--- src/rtl/ysyx_22040895_imem_bridge.sv ---
// Instruction fetch bridge: PC request -> single-outstanding valid/ready read -> held word for the IFU.
// Optional alignment/response checking is enabled by defining YSYX_22040895_IFETCH_ERR_CHECK_EN.
module ysyx_22040895_imem_bridge #(
    parameter int                ADDR_W     = 64,
    parameter int                INST_W     = 32,
    parameter logic [INST_W-1:0] RESET_INST = 32'h00000013
) (
    input  logic              clk,
    input  logic              rst,
    input  logic [ADDR_W-1:0] req_addr_i,
    input  logic              req_ce_i,
    input  logic              flush_i,
    input  logic              ifu_ready_i,
    output logic [INST_W-1:0] inst_o,
    output logic [ADDR_W-1:0] inst_addr_o,
    output logic              inst_valid_o,
    output logic              busy_o,
    output logic              err_o,
    output logic [ADDR_W-1:0] araddr_o,
    output logic              arvalid_o,
    input  logic              arready_i,
    input  logic [INST_W-1:0] rdata_i,
    input  logic [1:0]        rresp_i,
    input  logic              rvalid_i,
    output logic              rready_o
);

    // Handshakes: a transfer happens on a rising edge where valid and ready are both high;
    // arvalid is never dropped before arready, and araddr holds until that edge.
    typedef enum logic [2:0] {
        S_IDLE,
        S_ADDR,
        S_DATA,
        S_HOLD,
        S_DROP
    } state_t;

    state_t              state_q, state_d;
    logic [ADDR_W-1:0]   araddr_q;
    logic [ADDR_W-1:0]   inst_addr_q;
    logic [INST_W-1:0]   inst_q;
    logic                err_q;
    logic                drop_pending_q;
    logic                misaligned;
    logic                resp_err;

`ifdef YSYX_22040895_IFETCH_ERR_CHECK_EN
    assign misaligned = (req_addr_i[1:0] != 2'b00);
    assign resp_err   = (rresp_i != 2'b00);
`else
    logic unused_err_inputs;
    assign unused_err_inputs = ^rresp_i;
    assign misaligned        = 1'b0;
    assign resp_err          = 1'b0;
`endif

    always_comb begin
        state_d = state_q;
        case (state_q)
            S_IDLE: begin
                if (req_ce_i && !flush_i) state_d = misaligned ? S_HOLD : S_ADDR;
            end
            S_ADDR: begin
                if (arready_i) state_d = (drop_pending_q || flush_i) ? S_DROP : S_DATA;
            end
            S_DATA: begin
                if (rvalid_i)     state_d = flush_i ? S_IDLE : S_HOLD;
                else if (flush_i) state_d = S_DROP;
            end
            S_HOLD: begin
                if (ifu_ready_i || flush_i) state_d = S_IDLE;
            end
            S_DROP: begin
                if (rvalid_i) state_d = S_IDLE;
            end
            default: state_d = S_IDLE;
        endcase
    end

    always_ff @(posedge clk) begin
        if (rst) begin
            state_q        <= S_IDLE;
            araddr_q       <= '0;
            inst_addr_q    <= '0;
            inst_q         <= RESET_INST;
            err_q          <= 1'b0;
            drop_pending_q <= 1'b0;
        end else begin
            state_q <= state_d;
            case (state_q)
                S_IDLE: begin
                    if (req_ce_i && !flush_i) begin
                        araddr_q <= req_addr_i;
                        // A misaligned request is answered locally with a NOP and the error flag.
                        if (misaligned) begin
                            inst_addr_q <= req_addr_i;
                            inst_q      <= RESET_INST;
                            err_q       <= 1'b1;
                        end
                    end
                end
                S_DATA: begin
                    if (rvalid_i && !flush_i) begin
                        inst_q      <= resp_err ? RESET_INST : rdata_i;
                        inst_addr_q <= araddr_q;
                        err_q       <= resp_err;
                    end
                end
                S_HOLD: begin
                    if (ifu_ready_i || flush_i) begin
                        inst_q <= RESET_INST;
                        err_q  <= 1'b0;
                    end
                end
                default: ;
            endcase
            // A flush seen before the address handshake poisons the response still owed by the bus.
            if (state_d == S_IDLE)                  drop_pending_q <= 1'b0;
            else if (state_q == S_ADDR && flush_i) drop_pending_q <= 1'b1;
        end
    end

    assign araddr_o     = araddr_q;
    assign arvalid_o    = (state_q == S_ADDR);
    assign rready_o     = (state_q == S_DATA) || (state_q == S_DROP);
    assign inst_valid_o = (state_q == S_HOLD);
    assign busy_o       = (state_q != S_IDLE);
    assign inst_o       = inst_q;
    assign inst_addr_o  = inst_addr_q;
    assign err_o        = err_q;

endmodule

--- config.mk ---
export PLATFORM = sky130hd
export DESIGN_NAME = ysyx_22040895_imem_bridge
export DESIGN_NICKNAME = d
export VERILOG_FILES = /design/src/rtl/ysyx_22040895_imem_bridge.sv
export SDC_FILE = /design/constraint.sdc
export NUM_CORES = 1
export LEC_CHECK = 0
export CAP_MARGIN = 20
export CORE_MARGIN = 2
export CORE_UTILIZATION = 40
export CTS_CLUSTER_DIAMETER = 80
export CTS_CLUSTER_SIZE = 10
export DETAILED_ROUTE_END_ITERATION = 8
export GPL_ROUTABILITY_DRIVEN = 0
export PLACE_DENSITY = 0.78
export SETUP_SLACK_MARGIN = 0.15
export SYNTH_ARGS = -nofsm -noshare
export SYNTH_HDL_FRONTEND = slang
export SYNTH_SLANG_ARGS = --single-unit
export TNS_END_PERCENT = 10
--- constraint.sdc ---
create_clock -name clk -period 2.8 [get_ports clk]
set_clock_uncertainty 0.05 [all_clocks]
set_input_delay 0.7 -clock clk [delete_from_list [all_inputs] [get_ports clk]]
set_output_delay 0.7 -clock clk [all_outputs]
set_load 0.02 [all_outputs]
=== Word-level counts from Yosys, hierarchy flattened ===
Cells that the tools add are included.
W data, S select, Z words.

* Equal/unequal tests: 6
* Mux-type cells: 15
* Reduce and logical (&&, ||, !) cells: 15

{| class="wikitable"
|+ Operators by type and width
! cell !! number
|-
| $mux W32 || 2
|-
| $pmux W32 S2 || 1
|-
| $mux W3 || 7
|-
| $pmux W3 S5 || 1
|-
| $eq A3 B2 Y1 const B || 2
|-
| $logic_not A3 Y1 || 2
|-
| $reduce_and A2 Y1 || 2
|-
| $eq A3 B1 Y1 const B || 1
|-
| $eq A3 B3 Y1 const B || 1
|-
| $logic_and A1 B1 Y1 || 3
|-
| $logic_or A1 B1 Y1 || 3
|-
| $reduce_and A3 Y1 || 1
|-
| $reduce_bool A3 Y1 || 1
|-
| $mux W1 || 2
|-
| $mux W2 || 1
|-
| $ne A2 B1 Y1 const B || 1
|-
| $ne A2 B2 Y1 const B || 1
|-
| $pmux W1 S2 || 1
|-
| $reduce_bool A2 Y1 || 1
|-
| $reduce_or A2 Y1 || 1
|-
| $logic_not A1 Y1 || 1
|}

* Register bits after elaboration: 165
* Output and inout bits: 165
* Word-level logic and storage cells: 42

=== Longest topological paths before layout ===
* Word-level depth: 6
* Mapped depth: 7

=== Least setup slack after synthesis ===
Ideal clock, no wire load.

* Kind: input to register
* Start point: input flush_i
* End point: register araddr_q[21], in the netlist araddr_o[21]
* Arrival time: 1.595 ns
* Required time: 2.680 ns
* Setup slack: 1.084 ns
* Cell stages on the path: 6
* Path buffers: 2
* Path through: nor2_1 and3_1 buf_2 buf_2 nand2_1 a21oi_1

* Longest elaborated chain between the ends: 3

{| class="wikitable"
|+ RTL lines
! what !! RTL line !! source
|-
| start, declared || 12 || <nowiki>input logic flush_i,</nowiki>
|-
| $logic_not A1 Y1 || 92 || <nowiki>if (req_ce_i && !flush_i) begin</nowiki>
|-
| $logic_and A1 B1 Y1 || 92 ||
|-
| $reduce_and A2 Y1 (no line) || -- ||
|-
| end signal, assigned || 93 || <nowiki>araddr_q <= req_addr_i;</nowiki>
|-
| end, declared || 39 || <nowiki>logic [ADDR_W-1:0] araddr_q;</nowiki>
|}

No other way between the ends.
A chain may end at the register's enable or synchronous reset.

=== Worst setup path after layout ===
* Start point: register state_q[1]
* End point: output rready_o

* Longest elaborated chain between the ends: 2
* Elaborated cells on any way between the ends: 3

{| class="wikitable"
|+ RTL lines
! what !! RTL line !! source
|-
| start, declared || 38 || <nowiki>state_t state_q, state_d;</nowiki>
|-
| start signal, assigned || 89 || <nowiki>state_q <= state_d;</nowiki>
|-
| $eq A3 B2 Y1 / $eq A3 B3 Y1 (equally long branches) || 125 || <nowiki>assign rready_o = (state_q == S_DATA) || (state_q == S_DROP);</nowiki>
|-
| $logic_or A1 B1 Y1 (*) || 125 ||
|-
| end, declared || 25 || <nowiki>output logic rready_o</nowiki>
|}

Mark *: on every way between the ends. The rest lies on a longest branch, timed or not.

==> metrics <==
NetSw 1.242 mW; RSZ-0062 raised after global routing yes; gr ovfl total 0; Nets 1052; Max IR drop VDD 0.4944 mV; final count of pins violating max slew 0; power share of the clock group 44.9%; Worst-Skew Late Latency 0.41 ns; Top Ports 270; setup tns final 0 ns; final wirelength 17.51 mm; Core Area 0.01399 sq mm; Crit. End Element output pin; clk sinks 164; GRT Resource Usage Total 21.97%; Int Power 4.057 mW; largest net degree at the start of global routing 56; Hold Slack 0.4017 ns; syn_area_per_cell 8.222 sq um; crit path max fanout 9; # diodes 0; CTS Buffer Depth 2; vias 5574; met3 WL 1.571 mm; CTS clock-pin slew for the worst setup and hold paths 0.06 ns; final worst path period need 2.601 ns; Mapped Area 0.005756 sq mm; Seq/Total Area, Yosys 57.04%; DRC violations left 0; CTS tree done; TritonCTS Buffers 17; initial core utilization 41.14%; Final Hold Viols 0; clk root buf clkbuf_16; Die ar. 0.01536 sq mm; area delta synth->final 59.24%; num rows 43; met2 routed WL 8.454 mm; Via density 4.889; First-pass DRT Iterations 5; FF/Latch Area 0.003286 sq mm; Cell variety after synth 25; syn_nets 805; Max Used Layer met4; Hold Crit Class reg2reg; number of synthesis warnings 0; Comb pwr share 9.4%; DP Wirelength 11.74 mm; Flop pwr share 45.7%; Gate Count Post-Synth 700; multi-input combinational cell area 0.002206 sq mm; Post-DRT Antenna Nets 0; Worst Setup Start Kind flop; Final Setup Violations 0; antenna violations before repair 0; CP required 2.05 ns; drt wl/cell 15.36 microns; global-route wire length before repair 25.85 mm; H-tree depth 4; port bufs 266; fillcell total 1183; Setup Crit Path Kind reg2out; crit path DAT 1.85 ns; commonest non-fill, non-tap cell in the layout clkdlybuf4s50_1; Sw Share 23.43%; Iter 0 DRT Violations 318; share of cells above drive strength 1 6.146%; outcome completed; max-cap violation count 0; vias in the first global route 5162; die height 124.0 microns; fin crit share 92.88%; Max Fclk 384.5 MHz; Die Wd 124.0 microns; pwr dens 578.2 mW/mm^2; commonest non-fill, non-tap cells in the layout clkdlybuf4s50_1 (265), nand2_1 (256), dfxtp_1 (162); Met1 Wirelength 7.230 mm; leak pwr 3.183 nW; Yosys reg bits 164
sequential cells by signal, summed over array words and instances, names as in the netlist:
signal          cells
araddr_o           64
inst_addr_o        64
inst_o             32
state_q             3
drop_pending_q      1
cell usage after synthesis, drive strengths merged:
cell	count	area, sq um
o21ai	1	5.000
nand2	256	960.9
o21a	1	7.510
nand3	3	15.01
a311oi	1	8.760
a22oi	29	217.7
a21oi	130	650.6
buf	23	172.7
and3b	2	17.52
o211ai	2	15.01
a2111oi	1	15.01
o31a	1	8.760
o21ba	1	10.01
or3	1	6.260
clkbuf	31	116.4
o21bai	3	22.52
and3	2	12.51
nor2	38	142.6
nor2b	7	43.79
nor3b	2	20.02
conb	1	3.750
dfxtp	164	3283
through the flow:
step                      power, mW  std cells  util (%)  worst slack, ns  instance area, sq um
after floorplan               2.668        700         -            1.084                  5756
after global placement        2.966       1108     61.15           0.3281                  8554
after detailed placement      2.971       1108     61.15           0.3061                  8554
after CTS                     5.351       1140     65.51           0.1055                  9164
after global routing          5.486       1140     65.52           0.1107                  9165
final                         5.299       1140     65.52           0.1993                  9165
what timing repair did:
action,4_1_cts,5_1_grt
gates cloned,0,0
setup endpoints to repair,2,3
hold buffers,0,0
buffers inserted,0,0
gates resized for setup,2,1
power groups by stage:
stage / combinational, mW / sequential [mW] / clock, mW
6_report: 0.497 / 2.42 / 2.38
5_1_grt: 0.532 / 2.43 / 2.53
4_1_cts: 0.500 / 2.42 / 2.43
3_5_place_dp: 0.496 / 2.47 / 0
3_3_place_gp: 0.494 / 2.47 / 0
2_1_floorplan: 0.143 / 2.52 / 0
cell families after synthesis:
group,synth area share (%)
simple gates,21.17
other cells,0.06515
flops,57.04
compound gates,16.70
buf+inv,5.022
critical path, cell delays in order, from the launching register on:
cell,delay (ns)
dfxtp_2,0.42
nor2b_2,0.25
o21ba_2,0.15
clkdlybuf4s50_1,0.63
final timing paths:
path,start,slack (ns),to,depth (start not counted)
worst max-delay path,state_q[1]$_SDFF_PP0_,0.20,rready_o,3
worst min-delay path,inst_addr_o[25]$_SDFFE_PP0P_,0.40,inst_addr_o[25]$_SDFFE_PP0P_,2
worst max register to register,state_q[1]$_SDFF_PP0_,1.06,inst_addr_o[56]$_SDFFE_PP0P_,5
worst min register to register,inst_addr_o[25]$_SDFFE_PP0P_,0.40,inst_addr_o[25]$_SDFFE_PP0P_,2
layer usage:
metal	GRT usage, %	up-vias
met4	6.742	0
met2	37.36	188
met5	0	-
li1	-	2790
met1	25.45	2577
met3	8.745	19
final cells by class:
type	instances	share of cell area, %
Tap cell	180	2.457
Clock inverter	14	1.925
Multi-Input combinational cell	482	24.07
Clock buffer	18	4.683
Sequential cell	164	35.85
Timing Repair Buffer	282	31.02
Power figures use the tool's default switching activity.
